`src/rtl/det_load_sequencer.sv`:
```
// det_load_sequencer: loads a row-major element stream into a flat matrix, starts the 5x5 determinant engine, and holds its result.
// Optional WAIT-state watchdog: define DET_TIMEOUT_EN (limit TIMEOUT_CYCLES).
`default_nettype none

module det_load_sequencer #(
  parameter int ELEM_W         = 8,
  parameter int DIM            = 5,
  parameter int DET_W          = 40,
  parameter int TIMEOUT_CYCLES = 4096
) (
  input  logic                      clk,
  input  logic                      reset,
  input  logic                      in_valid,
  output logic                      in_ready,
  input  logic [ELEM_W-1:0]         in_data,
  input  logic                      in_last,
  output logic                      det_start,
  output logic [DIM*DIM*ELEM_W-1:0] det_matrix,
  input  logic                      det_done,
  input  logic [DET_W-1:0]          det_result,
  output logic                      out_valid,
  input  logic                      out_ready,
  output logic [DET_W-1:0]          out_det,
  output logic                      out_err,
  output logic                      busy
);

  localparam int NELEM = DIM * DIM;
  localparam int CW    = (NELEM > 1) ? $clog2(NELEM) : 1;
  localparam logic [CW-1:0] LAST_IDX = CW'(NELEM - 1);

  localparam logic [1:0] S_LOAD  = 2'd0;
  localparam logic [1:0] S_START = 2'd1;
  localparam logic [1:0] S_WAIT  = 2'd2;
  localparam logic [1:0] S_HOLD  = 2'd3;

  logic [1:0]              state_q, state_d;
  logic [CW-1:0]           count_q, count_d;
  logic [NELEM*ELEM_W-1:0] matrix_q, matrix_d;
  logic [DET_W-1:0]        det_q, det_d;
  logic                    err_q, err_d;
  logic                    beat;
  logic                    timeout;

`ifdef DET_TIMEOUT_EN
  localparam int TW = $clog2(TIMEOUT_CYCLES + 1);
  localparam logic [TW-1:0] WD_LAST = TW'(TIMEOUT_CYCLES - 1);

  logic [TW-1:0] wdog_q, wdog_d;

  // Held at zero outside WAIT, so every WAIT entry starts a fresh count.
  always_comb begin
    wdog_d = '0;
    if (state_q == S_WAIT && !timeout) wdog_d = wdog_q + 1'b1;
  end

  always_ff @(posedge clk) begin
    if (reset) wdog_q <= '0;
    else       wdog_q <= wdog_d;
  end

  assign timeout = (state_q == S_WAIT) && (wdog_q == WD_LAST);
`else
  assign timeout = 1'b0;
`endif

  // Gated by reset so the port reads 0 for the whole time reset is held.
  assign in_ready = (state_q == S_LOAD) && !reset;
  assign beat     = in_valid && in_ready;

  always_comb begin
    state_d  = state_q;
    count_d  = count_q;
    matrix_d = matrix_q;
    det_d    = det_q;
    err_d    = err_q;
    case (state_q)
      S_LOAD: begin
        if (beat) begin
          matrix_d[count_q*ELEM_W +: ELEM_W] = in_data;
          if (count_q == LAST_IDX) begin
            state_d = S_START;
            count_d = '0;
          end else if (in_last) begin
            state_d = S_HOLD;
            det_d   = '0;
            err_d   = 1'b1;
          end else begin
            count_d = count_q + 1'b1;
          end
        end
      end
      S_START: state_d = S_WAIT;
      S_WAIT: begin
        if (det_done) begin
          state_d = S_HOLD;
          det_d   = det_result;
          err_d   = 1'b0;
        end else if (timeout) begin
          state_d = S_HOLD;
          det_d   = '0;
          err_d   = 1'b1;
        end
      end
      S_HOLD: begin
        if (out_ready) begin
          state_d = S_LOAD;
          count_d = '0;
        end
      end
      default: state_d = S_LOAD;
    endcase
  end

  always_ff @(posedge clk) begin
    if (reset) begin
      state_q  <= S_LOAD;
      count_q  <= '0;
      matrix_q <= '0;
      det_q    <= '0;
      err_q    <= 1'b0;
    end else begin
      state_q  <= state_d;
      count_q  <= count_d;
      matrix_q <= matrix_d;
      det_q    <= det_d;
      err_q    <= err_d;
    end
  end

  assign det_start  = (state_q == S_START);
  assign out_valid  = (state_q == S_HOLD);
  assign det_matrix = matrix_q;
  assign out_det    = det_q;
  assign out_err    = err_q;
  assign busy       = !((state_q == S_LOAD) && (count_q == '0));

endmodule

`default_nettype wire

```
`config.mk`:
```
export PLATFORM = sky130hd
export DESIGN_NAME = det_load_sequencer
export DESIGN_NICKNAME = d
export VERILOG_FILES = /design/src/rtl/det_load_sequencer.sv
export SDC_FILE = /design/constraint.sdc
export NUM_CORES = 1
export LEC_CHECK = 0
export CELL_PAD_IN_SITES_DETAIL_PLACEMENT = 2
export CELL_PAD_IN_SITES_GLOBAL_PLACEMENT = 2
export CORE_ASPECT_RATIO = 0.6
export CORE_UTILIZATION = 37
export CTS_CLUSTER_DIAMETER = 40
export DETAILED_ROUTE_END_ITERATION = 7
export DONT_BUFFER_PORTS = 1
export PLACE_DENSITY_LB_ADDON = 0.25
export SLEW_MARGIN = 10
export SYNTH_ARGS = -nofsm -noshare
export SYNTH_HDL_FRONTEND = slang
export SYNTH_SLANG_ARGS = --single-unit
export TNS_END_PERCENT = 5
```
`constraint.sdc`:
```
create_clock -name clk -period 3.6 [get_ports clk]
set_input_delay 0.18 -clock clk [delete_from_list [all_inputs] [get_ports clk]]
set_output_delay 0.18 -clock clk [all_outputs]
set_load 0.02 [all_outputs]
```
After elaboration in Yosys (flattened, before gate mapping)
Index checks and enable logic that the tools add are counted.
{"block": "classes", "muxes": 22, "add_sub_neg": 2, "n_eq_ne": 11, "shift": 2, "n_reduce_logical": 13}
{"operator": "bitwise mux 200 bit", "n": 1}
{"operator": "variable shift 8 x 34 -> 200 bit (first input constant)", "n": 1}
{"operator": "indexed part select 8 x 34 -> 200 bit", "n": 1}
{"operator": "two-way mux 40 bit", "n": 4}
{"operator": "one-hot mux 40 bit (2 select lines)", "n": 1}
{"operator": "negator 8 -> 34 bit", "n": 1}
{"operator": "two-way mux 5 bit", "n": 4}
{"operator": "two-way mux 2 bit", "n": 5}
{"operator": "one-hot mux 5 bit (2 select lines)", "n": 1}
{"operator": "!= test 2 bit (second input constant)", "n": 4}
{"operator": "one-hot mux 2 bit (4 select lines)", "n": 1}
{"operator": "AND reduction 4 bit", "n": 2}
{"operator": "!= test 3 x 2 -> 1 bit (second input constant)", "n": 2}
{"operator": "adder 5 x 1 -> 5 bit (second input constant)", "n": 1}
{"operator": "== test 5 bit (second input constant)", "n": 1}
{"operator": "zero test 5 bit", "n": 1}
{"operator": "AND reduction 5 bit", "n": 1}
{"operator": "== test 2 bit (second input constant)", "n": 2}
{"operator": "two-way mux 1 bit", "n": 4}
{"operator": "nonzero test 2 bit", "n": 2}
{"operator": "logical AND 1 bit", "n": 3}
{"operator": "== test 2 x 1 -> 1 bit (second input constant)", "n": 1}
{"operator": "zero test 1 bit", "n": 2}
{"operator": "zero test 2 bit", "n": 1}
{"operator": "3 further kinds", "n": 3}
{"block": "totals", "register_bits": 248}

Depth between registers and ports, before layout
{"block": "logic_depth", "ltp_word": 5, "depth_mapped": 14, "depth_no_buf": 9}

Worst setup path before layout
Ideal clock, no wire load.
{"block": "synth_path", "path_kind": "flip-flop to flip-flop", "from": "register count_q[0]", "to": "register matrix_q[72] (netlist: det_matrix[72])", "arrival_ns": 2.918, "setup_ns": 0.125, "path_slack_ns": 0.556, "n_path_buf": 5, "required_ns": 3.475, "stages_incl_launch_ff": 14, "period_less_slack_ns": 3.044, "cell_sequence": "dfxtp_1 > buf_2 > buf_6 > inv_1 > ha_1 > buf_2 > nor2b_1 > nor2b_1 > ha_1 > buf_1 > o21a_1 > buf_4 > nand3_2 > mux2i_1"}
{"block": "synth_via", "elab_chain_cells": 3, "word_cells_on_any_way": 4, "classes_between": "add/sub: 1; shift: 2; mux: 1"}
{"item": "from (decl)", "line_no": "38", "text": "logic [CW-1:0] count_q, count_d;"}
{"item": "from (signal assigned)", "line_no": "124", "text": "count_q <= count_d;"}
{"item": "negator 8 -> 34 bit (*)", "line_no": "80", "text": "matrix_d[count_q*ELEM_W +: ELEM_W] = in_data;"}
{"item": "indexed part select 8 x 34 -> 200 bit or variable shift 8 x 34 -> 200 bit (tied branches)", "line_no": "80"}
{"item": "bitwise mux 200 bit (*)", "line_no": "80"}
{"item": "to (signal assigned)", "line_no": "125", "text": "matrix_q <= matrix_d;"}
{"item": "to (decl)", "line_no": "39", "text": "logic [NELEM*ELEM_W-1:0] matrix_q, matrix_d;"}
Mark *: on every way between the ends. The rest lies on a longest branch, timed or not.
A chain may end at the register's enable or synchronous reset.

Final worst setup path
{"block": "layout_path", "from": "register count_q[1]", "to": "register matrix_q[146] (netlist: det_matrix[146])"}
The elaborated chain is that of the path after synthesis.

==> metrics.csv <==
stage,metric,value,unit
timing,Tcrit/Tclk final,0.8773,
clocking,htree depth,2,
final_layout,area growth from synthesis to layout,19.25,%
place,area post-placement,0.01066,sq mm
logic_synthesis,Synth Warn #,0,
global_route,first-pass GRT wire length,60.26,mm
die,die area,0.02880,sq mm
logic_synthesis,Synth top area share,0.4775,
logic_synthesis,Synth Area in Compound Gates,0.06029,
worst_setup_path,critical path endpoint category,flip-flop,
power_and_ir_drop,switching share of total power,0.3552,
worst_setup_path,Max Fanout on Critical Path,10,
timing,RSZ-0062 raised after global routing,no,
logic_synthesis,Post-synth EDFFs,0,
global_route,GR Layer Usage met1,0.3658,
die,chip height,131.9,um
clocking,Clock transition at path regs,0.07,ns
power_and_ir_drop,sw power,3042,uW
drt,via count,8843,
power_and_ir_drop,Pwr Density,690.8,mW/mm^2
drt,DRT Pass-1 Iters,4,
clocking,Num Clock Sinks,248,
job,MaxCap Viol Count,0,
worst_setup_path,Worst Path Required,4.04,ns
logic_synthesis,adder and majority gate portion of the synthesized area,0.009627,
logic_synthesis,mux contribution to synthesized area,0.1813,
clocking,Clock Latency Late Sink,0.52,ns
drt,Initial DRC Count,483,
final_layout,Final Util,0.4496,
timing,Final Skew,0.01837,ns
logic_synthesis,ys async rst share,0,
final_layout,Final Cell Area,0.01240,sq mm
logic_synthesis,cell taking the most area after synthesis,dfxtp_1,
global_route,initial antenna violation count,1,
logic_synthesis,Synth Area in XOR/XNOR,0.001685,
timing,fmax,316.6,MHz
global_route,Global Route Usage Sum,0.2745,
power_and_ir_drop,Sequential Power Share,0.341,
global_route,met2 Resource Use GR,0.4186,
logic_synthesis,Synth Cell Area,0.01040,sq mm
power_and_ir_drop,peak supply drop,0.3164,mV
drt,vias per cell,5.757,
drt,DRC,0,
global_route,vias in the first global route,9468,
power_and_ir_drop,Pleak,0.005139,uW
power_and_ir_drop,clock power share,0.418,
timing,relative slew slack,0.2154,
logic_synthesis,simple-gate share of the synthesized area,0.2292,
final_layout,layout cells sized above 1,0.1009,
timing,final hold vios,0,
global_route,GR Util met3,0.1010,
worst_setup_path,nature of the critical path startpoint,flip-flop,
drt,WL/cell,26.15,um
timing,setup TNS,0,ns
worst_setup_path,worst path arrival time,3.60,ns
status,run status,"finished, final reports clean",
die,die span in x,218.4,um
clocking,CTS Buf Count,34,
die,core area,0.02758,sq mm
timing,hold slack,0.01901,ns
place,gpl congestion,0.8503,
power_and_ir_drop,power share of the combinational group,0.241,
drt,post-route ant nets,0,
logic_synthesis,most frequent cell after synthesis,nand2_1,
clocking,post-CTS setup buffers,0,
global_route,GRT overflow,0,
power_and_ir_drop,P_int,5523,uW
logic_synthesis,largest family of logic cells by synthesized area,simple AND/OR/NAND/NOR gates,
logic_synthesis,Yosys reg bits,248,
die,Starting Density,0.3770,
die,Core Rows,47,
logic_synthesis,ys flop type,dfxtp_1,
timing,Worst Max-Slew Pin Slew,1.177,ns
drt,total length of routed wires,40.17,mm
logic_synthesis,Syn Nets,1182,
logic_synthesis,Synth top cells by count,"262 x nand2_1, 248 x dfxtp_1, 185 x mux2i_1",
global_route,busiest metal layer after global routing,met2,
clocking,Clock Tree Buf Depth,3,
timing,max-slew violations,0,
min_path,class of the worst hold path,input port to flip-flop,
logic_synthesis,Synth area leaders,"dfxtp_1 48%, mux2i_1 18%, nand2_1 9.5%",
worst_setup_path,Setup CP Type,flip-flop to flip-flop,
final_layout,Nets,1205,
logic_synthesis,Post-Synthesis Cells,1120,
logic_synthesis,Syn Area/Cell,9.283,sq um
logic_synthesis,synth unique cells,68,
global_route,largest net degree at the start of global routing,94,
place,number of port buffers,0,
timing,Final min period,3.158,ns
final_layout,number of diodes,0,
die,Top Ports,299,
clocking,clock root buffer,clkbuf_16,
place,DP HPWL,27.46,mm
clocking,CTS tree,done,
timing,Finish-stage setup viols,0,
logic_synthesis,sequential-to-total area share from yosys stat,0.4775,
-- layout make-up --
| cell class | instances | area [sq um] |
|---|---|---|
| sequential | 248 | 4965 |
| tap | 367 | 459.2 |
| fill | 2895 | 15180 |
| inverter | 10 | 42.54 |
| clock inverter | 17 | 207.7 |
| timing repair buffer | 72 | 685.7 |
| multi-input combinational | 777 | 5034 |
| clock buffer | 45 | 1006 |
-- sequential cells by signal (all words and copies together) (netlist names) --
register    count
det_matrix    200
out_err         1
out_det        40
state_q         2
count_q         5
-- stage by stage --
stage / cells / total power, uW / setup slack, ns
3_5_place_dp: 1423 / 4925 / 0.4818
3_3_place_gp: 1423 / 4883 / 0.5399
4_1_cts: 1536 / 8606 / 0.4853
2_1_floorplan: 1120 / 4259 / 0.5562
6_report: 1536 / 8565 / 0.4418
5_1_grt: 1536 / 8892 / 0.2896
-- final timing paths --
check	start	end	slack [ns]	cells after the start
setup / recovery	count_q[1]$_SDFFE_PP0P_	det_matrix[146]$_SDFFE_PP0P_	0.44	9
hold / removal	in_data[2]	det_matrix[130]$_SDFFE_PP0P_	0.02	2
hold reg to reg	det_matrix[35]$_SDFFE_PP0P_	det_matrix[35]$_SDFFE_PP0P_	0.56	2
setup reg to reg	count_q[1]$_SDFFE_PP0P_	det_matrix[146]$_SDFFE_PP0P_	0.44	9
-- logic make-up after synthesis --
family,Yosys count
simple gates,482
flops,248
mux,188
compound gates,97
buf+inv,95
fa+ha+maj,8
xor+xnor,2
-- per-layer routing --
layer  part of all wire  routed length [um]
met1               0.44               17820
met2               0.44               17750
met3              0.096                3872
met4              0.017                 698
met5            0.00047                  19
-- critical path, stage by stage (launching register included) --
cell and delay, ns:
dfxtp_1 0.49, inv_1 0.08, ha_1 0.20, nor2b_1 0.16, nor2b_1 0.14, ha_1 0.21
nand4bb_4 0.28, a211o_1 0.46, nor4_1 0.80, mux2i_1 0.25
-- power by group through the flow --
stage / Clock [uW] / Sequential [uW] / Combinational (uW)
floorplan: 0 / 2960 / 1300
global placement: 0 / 2980 / 1900
detailed placement: 0 / 2980 / 1940
CTS: 3650 / 2920 / 2030
global route: 3770 / 2930 / 2200
finish: 3580 / 2920 / 2060
-- cell usage in the layout (no fill, tap or decap), drive strengths merged, types with 3 or more instances in the layout --
cell / instances
a211oi: 4
a21oi: 54
a31oi: 3
and3: 10
buf: 22
bufinv: 3
clkbuf: 45
clkinv: 3
clkinvlp: 5
dfxtp: 248
dlygate4sd3: 50
ha: 8
inv: 16
mux2: 3
mux2i: 185
nand2: 262
nand2b: 4
nand3: 112
nand4: 23
nor2: 18
nor2b: 9
nor3: 3
nor4: 7
o21ai: 14
or3: 14
or4: 4
-- timing repair --
item / in CTS / in global routing
resized for setup: 0 / 0
hold buffers: 51 / 0
endpoints found under the hold margin: 128 / 0
Power figures use the tool's default switching activity.
